## config.mk

```make
export PLATFORM = sky130hd
export DESIGN_NAME = bin_to_bcd_serial
export DESIGN_NICKNAME = d
export VERILOG_FILES = /design/src/rtl/bcd_pkg.sv /design/src/rtl/bcd_add3_cell.sv /design/src/rtl/bin_to_bcd_serial.sv
export SDC_FILE = /design/constraint.sdc
export NUM_CORES = 1
export LEC_CHECK = 0
export ABC_CLOCK_PERIOD_IN_PS = 1200
export CORE_MARGIN = 2
export CORE_UTILIZATION = 49
export DETAILED_ROUTE_END_ITERATION = 6
export HOLD_SLACK_MARGIN = 0.08
export PLACE_DENSITY_LB_ADDON = 0.05
export REMOVE_ABC_BUFFERS = 1
export SKIP_LAST_GASP = 1
export SLEW_MARGIN = 20
export SYNTH_ARGS = -nofsm -noshare
export SYNTH_HDL_FRONTEND = slang
export SYNTH_HIERARCHICAL = 1
export SYNTH_SLANG_ARGS = --single-unit
export TNS_END_PERCENT = 10
```

## constraint.sdc

```tcl
create_clock -name clk -period 1.2 [get_ports clk]
set_input_delay 0.24 -clock clk [delete_from_list [all_inputs] [get_ports clk]]
set_output_delay 0.24 -clock clk [all_outputs]
set_load 0.005 [all_outputs]
```

## src/rtl/bcd_pkg.sv

```systemverilog
// Shared types and constants for the serial binary-to-BCD converter.
package bcd_pkg;

    typedef enum logic [1:0] {
        IDLE  = 2'd0,
        SHIFT = 2'd1,
        EMIT  = 2'd2
    } state_t;

    // Double-dabble nibble adjust: nibbles at or above the threshold get the offset.
    localparam logic [3:0] ADD3_THRESH = 4'd5;
    localparam logic [3:0] ADD3_VAL    = 4'd3;

    // True when DIGITS decimal digits can hold every BIN_W-bit value,
    // i.e. 10^digits > 2^bin_w - 1, which is the same as 10^digits >= 2^bin_w.
    function automatic bit digits_ok(input int bin_w, input int digits);
        longint unsigned p10;
        longint unsigned p2;
        p10 = 1;
        for (int i = 0; i < digits; i++) begin
            if (p10 < 64'd1000000000000000000) p10 = p10 * 10;
        end
        p2 = 64'd1 << bin_w;
        return (p10 >= p2);
    endfunction

endpackage

```

## src/rtl/bcd_add3_cell.sv

```systemverilog
// Combinational double-dabble nibble adjust: add 3 when the nibble is 5 or more.
module bcd_add3_cell
    import bcd_pkg::*;
(
    input  logic [3:0] din,
    output logic [3:0] dout
);

    // Inputs never exceed 9, so the 4-bit sum cannot wrap.
    assign dout = (din >= ADD3_THRESH) ? (din + ADD3_VAL) : din;

endmodule

```

## src/rtl/bin_to_bcd_serial.sv

```systemverilog
// Serial binary-to-BCD converter: accepts one word, runs double-dabble one
// bit per cycle, then streams the BCD digits most significant first.
//
// Handshakes: a transfer happens on a rising clock edge where valid && ready
// are both high; a source holds its payload stable while valid && !ready.
// in_ready and bcd_valid are decoded from state only, so neither depends
// combinationally on the opposite handshake input.
module bin_to_bcd_serial
    import bcd_pkg::*;
#(
    parameter int BIN_W       = 8,
    parameter int DIGITS      = 3,
    parameter int LZ_SUPPRESS = 0
) (
    input  logic             clk,
    input  logic             rst,
    input  logic             in_valid,
    output logic             in_ready,
    input  logic [BIN_W-1:0] in_bin,
    output logic             bcd_valid,
    input  logic             bcd_ready,
    output logic [3:0]       bcd_digit,
    output logic             bcd_last,
    output logic [1:0]       dbg_state
);

    localparam int CNT_W = $clog2(BIN_W + 1);
    localparam int IDX_W = (DIGITS > 1) ? $clog2(DIGITS) : 1;
    localparam int BCD_W = 4 * DIGITS;

    if (!digits_ok(BIN_W, DIGITS)) begin : g_bad_digits
        $error("bin_to_bcd_serial: DIGITS too small for BIN_W");
    end

    state_t                   state;
    logic [BIN_W-1:0]         bin_sr;
    logic [BCD_W-1:0]         bcd_sr;
    logic [CNT_W-1:0]         cnt;
    logic [IDX_W-1:0]         idx;
    logic [BCD_W-1:0]         bcd_adj;
    logic [BCD_W+BIN_W-1:0]   shifted;
    logic [IDX_W-1:0]         top_idx;

    // One adjust cell per BCD nibble.
    for (genvar g = 0; g < DIGITS; g++) begin : g_add3
        bcd_add3_cell u_cell (
            .din  (bcd_sr[4*g +: 4]),
            .dout (bcd_adj[4*g +: 4])
        );
    end

    // Adjusted nibbles and the binary word shift left together as one register.
    assign shifted = {bcd_adj, bin_sr} << 1;

    // Highest nonzero nibble of the post-shift BCD value (0 when all zero).
    always_comb begin
        top_idx = '0;
        for (int i = 0; i < DIGITS; i++) begin
            if (shifted[BIN_W + 4*i +: 4] != 4'd0) top_idx = IDX_W'(i);
        end
    end

    // Controller: load, BIN_W shift steps, then one digit per handshake.
    always_ff @(posedge clk) begin
        if (rst) begin
            state  <= IDLE;
            bin_sr <= '0;
            bcd_sr <= '0;
            cnt    <= '0;
            idx    <= '0;
        end else begin
            case (state)
                IDLE: begin
                    if (in_valid) begin
                        bin_sr <= in_bin;
                        bcd_sr <= '0;
                        cnt    <= '0;
                        state  <= SHIFT;
                    end
                end
                SHIFT: begin
                    bcd_sr <= shifted[BCD_W+BIN_W-1:BIN_W];
                    bin_sr <= shifted[BIN_W-1:0];
                    cnt    <= cnt + CNT_W'(1);
                    if (cnt == CNT_W'(BIN_W - 1)) begin
                        state <= EMIT;
                        idx   <= (LZ_SUPPRESS != 0) ? top_idx : IDX_W'(DIGITS - 1);
                    end
                end
                EMIT: begin
                    if (bcd_ready) begin
                        if (idx == '0) state <= IDLE;
                        else           idx   <= idx - IDX_W'(1);
                    end
                end
                default: state <= IDLE;
            endcase
        end
    end

    // Select the current digit; zero outside EMIT.
    always_comb begin
        bcd_digit = 4'd0;
        if (state == EMIT) begin
            for (int i = 0; i < DIGITS; i++) begin
                if (idx == IDX_W'(i)) bcd_digit = bcd_sr[4*i +: 4];
            end
        end
    end

    assign in_ready  = (state == IDLE);
    assign bcd_valid = (state == EMIT);
    assign bcd_last  = (state == EMIT) && (idx == '0);
    assign dbg_state = state;

endmodule

```

==> metrics.txt <==
status=finished with violations; failing checks=setup timing; CTS buffer count=3; Starting DRT DRC Count=87; routed wire length=3.88 mm; Port Buffers=20; fraction of layout cells with a size suffix above 1=around a quarter; DIE AREA=between 3000 and 4000 um2; Syn. warnings=6; headroom to the max-slew limit=between 70 and 80%; Worst-Margin Slew=about 0.31 ns; CP peak stage delay=approximately 0.36 ns; fin nets=roughly 270; critical path fanouts, max=4; Routed Antenna Nets=0; RSZ-0062 raised after global routing=yes; GRT Overall Usage=between 20% and 30%; HP Class=flop to flop; # hold bufs at CTS=0; Crit path max-delay family=flip-flops; CP dominant cell by count=inv_2; vias in the first global route=1429; H-tree levels=1; HPWL after detailed placement=roughly 2.7 mm; Avg Inst Size Synth=8.14 um2; Period Utilization, post-route=141%; max_cap viols=0; CTS tree=built; core area=between 3000 and 4000 um2; Post-DP Area=between 2000 and 2500 um2; GP Congestion=0.823; Setup Viol. Count Final=33; clock slew at reported path FFs=between 0.15 and 0.2 ns; clock tree sinks=28; root buffer cell=clkbuf_4; CP startpoint kind=flop; Via density=~5.4; Die Span X=61.5 um; routed len/inst=approximately 13 um; Ant. Diodes=0; Power Total=between 1500 and 2000 uW; DRC viols=0; I/O pin count=21; first-pass GRT wire length=6.14 mm; post-place setup slack=-0.542 ns; filler cell count=about 280; PwrDens=842 nW/um2; CP max stage cell=dfxtp_2; crit path kind=flop to output port; Starting Density=between 50% and 60%; Overflow after GRT=0; minimum clock period=1.69 ns; Slew Limit Fails=0; P&R area growth vs syn=36.7%; fmax=roughly 590 MHz; initial antenna violation count=0; buffers and inverters on the worst path=3; later-pin clock latency in the skew report=roughly 0.33 ns; row count=20; kind of end point of the critical path=output port; Worst Clk Skew=~0.014 ns; Worst Path Arrival=between 1 and 1.5 ns; via count=around 1600; Die H=just over 60 um; Crit path required time=0.96 ns; largest net degree at the start of global routing=29; Final Worst Setup Slack=-0.493 ns; Hold Fails Final Rpt=0; clk buf depth=2; P_leak=0.000896 uW; cells after synthesis=199; cells along the critical path=inv_2 > ha_2 > inv_2 > o21ai_0 > a21oi_1 > buf_2; Synth Cell Area=roughly 1600 um2; VDD IR max=roughly 0.65 mV; drt pass-1 iters=4; design area=2210 um2
-- per-layer routing --
metal | part of all wire [%] | track usage [%] | wire length (um)
met2 | 50 | 38.5 | 1940
met1 | 44 | 26.9 | 1690
met3 | 3.6 | 2.10 | 138
met4 | 2.9 | 9.42 | 112
met5 | 0 | 0 | 0
-- cells in the final DEF (no fill, tap or decap), types with 3 or more instances in the layout --
| cell | n |
|---|---|
| a21oi_1 | 15 |
| a21oi_2 | 6 |
| a22oi_1 | 13 |
| buf_12 | 3 |
| buf_2 | 4 |
| buf_4 | 30 |
| clkbuf_4 | 3 |
| clkdlybuf4s50_1 | 13 |
| dfxtp_1 | 24 |
| dfxtp_2 | 3 |
| dlygate4sd2_1 | 3 |
| ha_1 | 7 |
| inv_1 | 6 |
| inv_2 | 3 |
| mux2i_1 | 4 |
| nand2_1 | 16 |
| nand2b_1 | 13 |
| nand3b_1 | 4 |
| nor2_1 | 27 |
| nor3_1 | 7 |
| o21ai_0 | 4 |
| o21ai_1 | 4 |
| or3b_1 | 7 |
| xnor2_1 | 3 |
-- repair_timing --
item,CTS,global route
resized for setup,41,1
setup endpoints to repair,37,36
pin swaps,6,1
setup buffers,4,1
-- through the flow --
stage	hold slack [ns]	std cells	utilization (%)	setup TNS [ns]
after floorplan	0.306	189	-	-4.02
after global placement	0.463	283	66.8	-11.06
after detailed placement	0.475	283	66.8	-12.29
after CTS	0.500	291	71.1	-6.79
after global routing	0.524	292	71.3	-9.45
final	0.498	292	71.3	-6.88
-- worst paths after layout --
check	from	to	slack (ns)	depth (start not counted)
hold / removal	bin_sr[5]	bin_sr[5]	0.50	2
setup reg to reg	idx[0]	idx[1]	-0.34	7
hold reg to reg	bin_sr[5]	bin_sr[5]	0.50	2
setup / recovery	idx[0]	bcd_digit[0]	-0.49	6
-- state kept, by name, summed over array words and instances, names as in the netlist --
| register | count |
|---|---|
| dbg_state | 2 |
| cnt | 4 |
| bcd_sr | 12 |
| idx | 2 |
| bin_sr | 8 |
-- worst register-to-register path: stages, from the launching register on --
cell and delay, ns:
dfxtp_2 0.38, inv_2 0.06, ha_4 0.16, buf_4 0.12, buf_4 0.13, and4bb_2 0.34
nor2_1 0.07, a221oi_2 0.20
-- power breakdown --
part	switching [uW]	total, uW	internal (uW)
clock network	285	623	338
registers	18.5	979	961
logic	118	261	143
-- cell type report --
cell class	count	area [um2]	area share, %
inverter	9	33.8	1.53
multi-input combinational	152	1020	46.1
timing repair buffer	55	484	21.9
clock buffer	3	22.5	1.02
sequential	28	568	25.7
clock inverter	1	30.0	1.36
tap	44	55.1	2.49
Power figures use the tool's default switching activity.
